$ cat src/rtl/pc_unit.sv
// pc_unit: MIPS fetch-stage PC with prioritised redirects, stall hold and a buffered redirect
module pc_unit #(
  parameter int WIDTH = 32,
  parameter int INC = 4,
  parameter logic [WIDTH-1:0] RESET_VEC = '0,
  parameter logic [WIDTH-1:0] EXC_VEC = WIDTH'(32'h180)
)(
  input  logic             i_clk,
  input  logic             i_rst_n,
  input  logic             i_stall,
  input  logic             i_br_take,
  input  logic [WIDTH-1:0] i_br_tgt,
  input  logic             i_jmp,
  input  logic [WIDTH-1:0] i_jmp_tgt,
  input  logic             i_jr,
  input  logic [WIDTH-1:0] i_jr_tgt,
  input  logic             i_exc,
  input  logic             i_eret,
  input  logic [WIDTH-1:0] i_epc,
  output logic [WIDTH-1:0] o_pc,
  output logic [WIDTH-1:0] o_pc_inc,
  output logic             o_valid,
  output logic             o_misalign
);
  typedef enum logic [1:0] {BOOT, RUN, HOLD} state_t;
  state_t state;
  logic [2:0] new_pri, pend_pri;
  logic [WIDTH-1:0] new_tgt, pend_addr;
  // priority 0 means "no redirect" and doubles as the empty marker for the pending buffer
  always_comb begin
    new_pri = i_exc ? 3'd5 : i_eret ? 3'd4 : i_jr ? 3'd3 : i_jmp ? 3'd2 : i_br_take ? 3'd1 : 3'd0;
    new_tgt = i_exc ? EXC_VEC : i_eret ? i_epc : i_jr ? i_jr_tgt : i_jmp ? i_jmp_tgt :
              i_br_take ? i_br_tgt : o_pc_inc;
  end
  assign o_pc_inc = o_pc + WIDTH'(INC);
  assign o_misalign = |(o_pc & WIDTH'(INC - 1));
  always_ff @(posedge i_clk or negedge i_rst_n)
    if (!i_rst_n) begin
      state <= BOOT;
      o_pc <= RESET_VEC;
      o_valid <= 1'b0;
      pend_pri <= 3'd0;
      pend_addr <= '0;
    end else if (state == BOOT) begin
      state <= RUN;
      o_valid <= 1'b1;
      if (i_exc) o_pc <= EXC_VEC;
    end else if (i_exc) begin
      state <= RUN;
      o_pc <= EXC_VEC;
      pend_pri <= 3'd0;
    end else if (i_stall) begin
      state <= HOLD;
      if (new_pri >= pend_pri) begin
        pend_pri <= new_pri;
        pend_addr <= new_tgt;
      end
    end else begin
      state <= RUN;
      pend_pri <= 3'd0;
      o_pc <= pend_pri > new_pri ? pend_addr : new_tgt;
    end
endmodule

$ cat config.mk
export PLATFORM = sky130hd
export DESIGN_NAME = pc_unit
export DESIGN_NICKNAME = d
export VERILOG_FILES = /design/src/rtl/pc_unit.sv
export SDC_FILE = /design/constraint.sdc
export NUM_CORES = 1
export LEC_CHECK = 0
export BUFFER_PORTS_ARGS = -buffer_cell sky130_fd_sc_hd__buf_2
export CORE_MARGIN = 5
export CORE_UTILIZATION = 50
export CTS_CLUSTER_DIAMETER = 80
export DETAILED_ROUTE_END_ITERATION = 10
export PLACE_DENSITY_LB_ADDON = 0.08
export SLEW_MARGIN = 5
export SYNTH_ARGS = -nofsm -noshare
export SYNTH_HDL_FRONTEND = slang
export SYNTH_SLANG_ARGS = --single-unit
$ cat constraint.sdc
create_clock -name i_clk -period 2.41 [get_ports i_clk]
set_input_delay 0.1205 -clock i_clk [delete_from_list [all_inputs] [get_ports i_clk]]
set_output_delay 0.1205 -clock i_clk [all_outputs]
set_load 0.01 [all_outputs]
=== Word level (Yosys, flattened, before mapping) ===
Cells that the tools add are included.

* Register bits: 70
* Input port bits: 136
* Output and inout port bits: 66
* Logic and storage cells: 38

* Reduce and logical (&&, ||, !) cells: 5
* Add/subtract/negate cells: 1
* Bitwise logic cells: 2
* Muxes and demuxes: 20
* Equality and inequality tests: 3
* $lt $le $gt $ge: 2

{| class="wikitable"
|+ Operators with widths
! cell !! number
|-
| 32-bit 2-to-1 mux || 9
|-
| 32-bit by 3-bit adder with 32-bit output, second input constant || 1
|-
| 3-bit 2-to-1 mux || 5
|-
| 2-bit 2-to-1 mux || 5
|-
| 2-bit AND reduction || 2
|-
| 4-bit AND reduction || 1
|-
| 3-bit >= comparator || 1
|-
| 3-bit > comparator || 1
|-
| 3-bit by 1-bit inequality test with 1-bit output, second input constant || 1
|-
| 2-bit zero test || 1
|-
| 2-bit by 1-bit inequality test with 1-bit output, second input constant || 1
|-
| 2-bit inequality test, second input constant || 1
|-
| 1-bit inverter || 2
|-
| 2-bit OR reduction || 1
|-
| 1-bit 2-to-1 mux || 1
|}

=== Logic depth before layout (Yosys ltp) ===
Gate-level depths: netlist of the first run.

* Depth in word-level cells: 10
* Gate-level depth with buffers: 14

=== Worst setup path before layout of the first run ===
No wires, ideal clock.

* Kind: input-to-reg
* Start point: input port i_jmp
* End point: register o_pc[13]
* Path buffers: 3
* Setup slack: -0.353 ns
* Arrival: 2.676 ns
* Required time: 2.323 ns
* Cell stages on the path: 11
* Library setup time: 0.087 ns
* Cells stage by stage: clkbuf_1 clkbuf_1 buf_1 o21ai_0 ha_1 nor2b_1 o21ai_1 a32oi_1 nor3_1 nand3_1 o211ai_1

* Cells in the longest elaborated chain, start to end: 9
* Elaborated cells between the ends (all ways): 12

{| class="wikitable"
|+ Ends and longest elaborated chain
! what !! line !! text
|-
| start: declaration || 13 || <nowiki>input logic i_jmp,</nowiki>
|-
| 2-bit 2-to-1 mux (2 in a row) || 31 || <nowiki>new_pri = i_exc ? 3'd5 : i_eret ? 3'd4 : i_jr ? 3'd3 : i_jmp ? 3'd2 : i_br_take ? 3'd1 : 3'd0;</nowiki>
|-
| 3-bit 2-to-1 mux (2 in a row) || 31 ||
|-
| 3-bit > comparator || 61 || <nowiki>o_pc <= pend_pri > new_pri ? pend_addr : new_tgt;</nowiki>
|-
| 32-bit 2-to-1 mux * || 61 ||
|-
| 32-bit 2-to-1 mux * || 52 || <nowiki>end else if (i_stall) begin</nowiki>
|-
| 32-bit 2-to-1 mux * || 48 || <nowiki>end else if (i_exc) begin</nowiki>
|-
| 32-bit 2-to-1 mux * || 44 || <nowiki>end else if (state == BOOT) begin</nowiki>
|-
| end signal: assignment || 61 ||
|-
| end: declaration || 20 || <nowiki>output logic [WIDTH-1:0] o_pc,</nowiki>
|}

Every way passes the cells marked *; elsewhere a longest branch is shown, timed or not. The select of a mux whose other input is x is not followed.
A chain may end at the register's enable or synchronous reset.

=== Final worst setup path of the first run ===
* Start point: register o_pc[2]
* End point: output port o_pc_inc[30]

* Cells in the longest elaborated chain, start to end: 1

{| class="wikitable"
|+ Ends and longest elaborated chain
! what !! line !! text
|-
| 32-bit by 3-bit adder with 32-bit output || 35 || <nowiki>assign o_pc_inc = o_pc + WIDTH'(INC);</nowiki>
|-
| end: declaration || 21 || <nowiki>output logic [WIDTH-1:0] o_pc_inc,</nowiki>
|}

No other way between the ends.

==> results of run 1 <==
## per-stage QoR
step | cells | setup slack [ns]
finish | 977 | 0.0676
global route | 977 | -0.0108
CTS | 976 | 0.00285
detailed placement | 958 | -0.00251
global placement | 958 | 0.149
floorplan | 626 | -0.00285
## cell usage in the layout, fill, tap and decap left out, types with 3 or more instances in the layout
master,instances
o31ai_1,5
inv_1,12
clkbuf_8,10
o211ai_1,10
a21oi_1,25
dfrtp_2,6
or2_2,5
o221ai_1,3
buf_4,49
o21ai_0,64
xor2_1,9
a221o_1,8
mux2i_1,6
nand4_1,14
a32o_1,5
buf_2,201
nand2_1,89
bufinv_16,3
a32oi_1,10
a21o_1,4
dfrtp_1,64
nor2_2,3
a22oi_1,9
o22ai_1,13
a211oi_1,4
nand3_1,27
xnor2_1,16
a211o_1,5
ha_1,4
a221oi_1,11
and3_1,3
nand2b_1,11
o21a_1,14
nor4_1,3
nor2_1,46
nor3_1,11
a31oi_1,11
## per-layer routing
layer | part of all wire (%) | vias up | GRT usage, %
met3 | 8.1 | 42 | 7.31
met1 | 41 | 2913 | 40.1
li1 | - | 2759 | -
met5 | 0 | - | 0
met4 | 2.6 | 0 | 10.7
met2 | 49 | 313 | 53.8
## logic make-up after synthesis
kind of cell | after synthesis | share of synthesized area, %
AO/OA/AOI/OAI | 220 | 29.3
XOR/XNOR | 27 | 5.03
buffers and inverters | 61 | 5.87
flip-flops | 70 | 34.5
AND/OR/NAND/NOR | 236 | 22.6
multiplexers | 8 | 1.63
adder cells (fa/ha/maj) | 4 | 0.986
## power groups by stage
stage | combinational [mW] | sequential (mW) | clock [mW]
6_report | 1.11 | 1.51 | 1.19
3_3_place_gp | 1.05 | 1.52 | 0
4_1_cts | 1.10 | 1.50 | 1.20
2_1_floorplan | 0.588 | 1.52 | 0
5_1_grt | 1.21 | 1.53 | 1.25
3_5_place_dp | 1.09 | 1.53 | 0
## worst max-delay path by stage
stage,startpoint,end,slack [ns],cells after the start
floorplan,i_br_take,pend_addr[20],-0.003,13
global placement,i_exc,pend_addr[12],0.15,10
detailed placement,i_exc,o_pc[27],-0.003,11
CTS,o_pc[2],o_pc_inc[30],0.003,6
global route,o_pc[9],o_pc_inc[30],-0.01,5
finish,o_pc[2],o_pc_inc[30],0.07,6
## cell type report
type / count / area (um^2) / area share [%]
Clock buffer: 11 / 141 / 2.12
Clock inverter: 5 / 106 / 1.59
Inverter: 12 / 45.0 / 0.675
Multi-Input combinational cell: 495 / 3070 / 46.0
Sequential cell: 70 / 1760 / 26.4
Tap cell: 133 / 166 / 2.49
Timing Repair Buffer: 251 / 1380 / 20.7
## flip-flops by register name, indices dropped and copies added (netlist names)
register / count
o_pc: 32
o_valid: 1
pend_addr: 32
pend_pri: 3
state: 2
## worst reg2reg max path: stages (launching register included)
cell and delay, ns:
dfrtp_1 0.41, ha_1 0.21, and4_2 0.27, and3_1 0.30, nand2_1 0.11, xnor2_1 0.15, a221o_1 0.36, a221o_1 0.33
## timing repair
item	CTS	global route
setup endpoints to repair	1	9
buffers inserted	1	1
hold endpoints to repair	21	0
gates cloned	0	0
gates resized for setup	2	8
hold buffers	1	0
pin swaps	0	2
==> impl_metrics.toml, run 1 <==
[pwr]
p_int_mw = 2.55
p_total_mw = 3.81
powerDensity_nw_per_um2 = 572
p_sw_mw = 1.27
ir_worst_vdd_uv = 366
seqPwrFrac_pct = 39.6
switching_share_pct = 33.2
p_clk_share_pct = 31.3
p_leak_nw = 3.18
combPwrFrac_pct = 29.1

[timing]
slew_headroom_pct = 62.7
setup_viol = 0
rsz0062_at_grt = "true"
max_slew.worst_pin.slew_ns = 0.560
period_needed_ns = 2.34
setup_tns_ns = 0
min_period_over_period_pct = 97.2
final_max_slew_viol_count = 0
fin_hold_ws_ns = 0.0464
skew_ns = 0.0147
fmax_ghz = 0.427
hold_violations = 0

[setup_path]
setup.worst_path.class = "reg -> out"
cp_max_fo = 4
reg2reg_from = "o_pc[2]"
r2r-end = "o_pc[10]"
cp.required_ns = 2.29
crit_chain = "ha_1 -> and4_2 -> nand3_2 -> or4_4 -> xnor2_4 -> buf_2"
r2r_slack_ns = 0.15
crit_family = "simple AND/OR/NAND/NOR gates"
crit_slowest_cell = "or4_4"
r2r_cells = 7
cp-end-kind = "output pin"
cp_slowest_stage_delay_ns = 0.49
crit_buf_inv = 1
arrival_ns = 2.22
crit_path_start_kind = "register"

[place]
hpwl_mm = 15.4
numPortBuffers = 201
dpl_cell_area_um2 = 6370
gp_congestion = 0.967

[final_layout]
antenna_cells = 0
postLayoutCellArea_um2 = 6670
finish.utilization_pct = 67.9
drive_above_1_share_pct = 35.7
synthToLayoutAreaGrowth_pct = 31.4
final_nets = 979
nFillCells = 890

[synthesis]
synth_nets = 766
syn-cell-area_um2 = 5070
synthFlopType = "dfrtp_1"
yosys.area.top_type = "dfrtp_1"
yosys.cell_count.top_type = "nand2_1"
seq_area_frac_synth_pct = 34.5
synth_common_cells = "89 x nand2_1, 70 x dfrtp_1, 64 x o21ai_0, 48 x nor2_1, 36 x clkbuf_1"
syn_inst = 626
synthTopCellsByArea = "dfrtp_1 35%, nand2_1 6.6%, o21ai_0 6.3%"
ys_ff_latch = 70
avgSynthCellArea_um2 = 8.11
synth_enable_flop_cells = 0
yosysTopAreaCellShare_pct = 34.5
synth_cell_types = 69
yosys_warnings = 0
synthArstFlopShare_pct = 100

[drt]
drtPass1Iterations = 5
vias = 6027
first_iter_violations = 617
via_per_inst = 6.17
drc = 0
avgRoutedWirePerCell_um = 20.5
routed_wl_mm = 20.0
ant_nets = 0

[floorplan]
die_w_um = 111
std_cell_rows = 36
dieArea_um2 = 12300
start_util_pct = 51.7
ioPinCount = 202
die_h_um = 111
core_region_area_um2 = 9820

[run_status]
run_status = "completed"

[clock_network]
clk_latency_ns = 0.36
clk_pin_slew_worst_paths_ns = 0.08
cts_buffers = 9
cts_max_level = 3
cts_buffer_depth = 2
cts-root-buf = "clkbuf_8"
clock-sinks = 70
cts_tree = "yes"

[grt]
grt_overflow = 0
grt.total_usage_pct = 31.8
grt_pass1_vias = 6158
antenna_found_initial = 0
grt_max_degree = 44
grt_pass1_wl_mm = 31.9

[worst_hold_path]
hp-start = "i_epc[27]"
min_delay_path_depth = 3
hold_end = "pend_addr[27]"
hold_class = "in -> reg"

[job]
max_cap_violations = 0
(Power assumes the default switching activity.)
==> run 2, diff against run 1 <==
- CORE_UTILIZATION: 50 -> 54
- clock period: 2.41 -> 2.95 ns (I/O delays scaled with it)
==> run 2 against run 1 <==
- clock power decreased by 36%
- clock skew is 0.0026 ns lower
- critical path type unchanged
- sequential power fell by 17%
- highest routed layer unchanged
==> impl_metrics.toml, run 2 (synthesis results as in run 1) <==
[final_layout]
final_cell_mix = "201 x buf_2, 89 x nand2_1, 70 x dfrtp_1"
top_regs = "o_pc x32, pend_addr x32, pend_pri x3"
antenna_cells = 0
final_nets = 958
synthToLayoutAreaGrowth_pct = 25.9
final_common_cell = "buf_2"
drive_above_1_share_pct = 32.7

[drt]
via_per_inst = 6.44
vias = 6008
routed_wl_mm = 19.0
first_iter_violations = 583
ant_nets = 0
drtPass1Iterations = 6
drc = 0
avgRoutedWirePerCell_um = 20.4

[pwr]
powerDensity_nw_per_um2 = 447
p_leak_nw = 3.05
ir_worst_vdd_uv = 238

[grt]
grt_max_degree = 43
grt.total_usage_pct = 32.8
grt_pass1_vias = 5698
grt_pass1_wl_mm = 29.5
antenna_found_initial = 0
grt_overflow = 0

[floorplan]
dieArea_um2 = 11400
ioPinCount = 202
die_h_um = 107
std_cell_rows = 35
die_w_um = 107
core_region_area_um2 = 9200
start_util_pct = 55.2

[setup_path]
cp_max_fo = 8
cp_slowest_stage_delay_ns = 0.59
cp.required_ns = 2.80
cp-end-kind = "output pin"
r2r_slack_ns = 0.40
reg2reg_from = "o_pc[2]"
arrival_ns = 2.57
r2r-end = "o_pc[10]"
r2r_cells = 7
crit_path_start_kind = "register"
setup.worst_path.class = "reg -> out"
crit_slowest_cell = "or4_4"
crit_chain = "ha_1 -> and4_2 -> nand3_1 -> or4_4 -> xnor2_4 -> buf_2"

[job]
max_cap_violations = 0

[worst_hold_path]
hold_class = "in -> reg"
min_delay_path_depth = 3
hold_end = "pend_addr[14]"
hp-start = "i_epc[14]"

[timing]
fin_hold_ws_ns = 0.0858
fmax_ghz = 0.368
setup_viol = 0
skew_ns = 0.0121
rsz0062_at_grt = "false"
setup_tns_ns = 0
hold_violations = 0
max_slew.worst_pin.slew_ns = 0.950
period_needed_ns = 2.72
final_max_slew_viol_count = 0
slew_headroom_pct = 36.6
min_period_over_period_pct = 92.1

[clock_network]
cts_tree = "yes"
cts_max_level = 3
cts_buffer_depth = 2
post_cts_buffers = 0
cts-root-buf = "clkbuf_8"
postCtsHoldBufs = 1
cts_resized = 0
clk_pin_slew_worst_paths_ns = 0.07
clk_latency_ns = 0.35
clock-sinks = 70
cts_buffers = 9

[place]
hpwl_mm = 14.3
gp_congestion = 0.955
numPortBuffers = 201

[run_status]
run_status = "completed"
run 2: cell types whose count changed in the layout (fill, tap and decap cells not counted), sizes merged:
cell      change
bufinv        -2
clkinv        +2
buf          -21
clkinvlp      +1
clkbuf        -2
run 2: stage by stage:
| step | setup slack, ns | util, % | power, mW | std cells | cell area (um^2) |
|---|---|---|---|---|---|
| after floorplan | 0.160 | - | 1.71 | 626 | 5070 |
| after detailed placement | 0.361 | 67.3 | 2.10 | 917 | 6190 |
| after CTS | 0.254 | 69.5 | 2.85 | 933 | 6390 |
| after global placement | 0.482 | 67.3 | 2.07 | 917 | 6190 |
| after global routing | 0.103 | 69.5 | 3.02 | 933 | 6390 |
| final | 0.232 | 69.5 | 2.86 | 933 | 6390 |
run 2: cell type report:
class	instances	area [um^2]
fill	756	2810
inverter	12	45.0
clock inverter	6	63.8
timing repair buffer	230	1230
multi-input combinational	495	3040
sequential	70	1750
clock buffer	9	124
tap	111	139
run 2: how the worst max path moves through the flow:
stage,startpoint,to,slack (ns),cells after the start
finish,o_pc[2],o_pc_inc[30],0.23,6
global route,o_pc[2],o_pc_inc[30],0.10,6
CTS,o_pc[2],o_pc_inc[30],0.25,6
detailed placement,i_jmp,o_pc[21],0.36,11
global placement,i_jmp,o_pc[18],0.48,11
floorplan,i_jmp,o_pc[13],0.16,11
run 2: routing by layer:
metal / vias to the layer above / track usage, % / wire length (um)
li1: 2721 / - / -
met1: 2884 / 42.6 / 7320
met2: 347 / 54.0 / 9160
met3: 56 / 7.53 / 1940
met4: 0 / 11.0 / 607
met5: - / 0 / 0
run 2: critical path: cells and delay by family, from the launching register on:
kind / cells / cell delay (ns)
buf+inv: 1 / 0.16
simple gates: 3 / 1.10
xor+xnor: 1 / 0.18
flops: 1 / 0.50
fa+ha+maj: 1 / 0.29
run 2: report_power, final:
group | total [mW] | internal [mW] | leakage, nW | switching (mW)
Combinational | 0.850 | 0.358 | 2.08 | 0.492
Sequential | 1.25 | 1.11 | 0.878 | 0.139
Clock | 0.760 | 0.384 | 0.0911 | 0.376
Total | 2.86 | 1.85 | 3.05 | 1.01
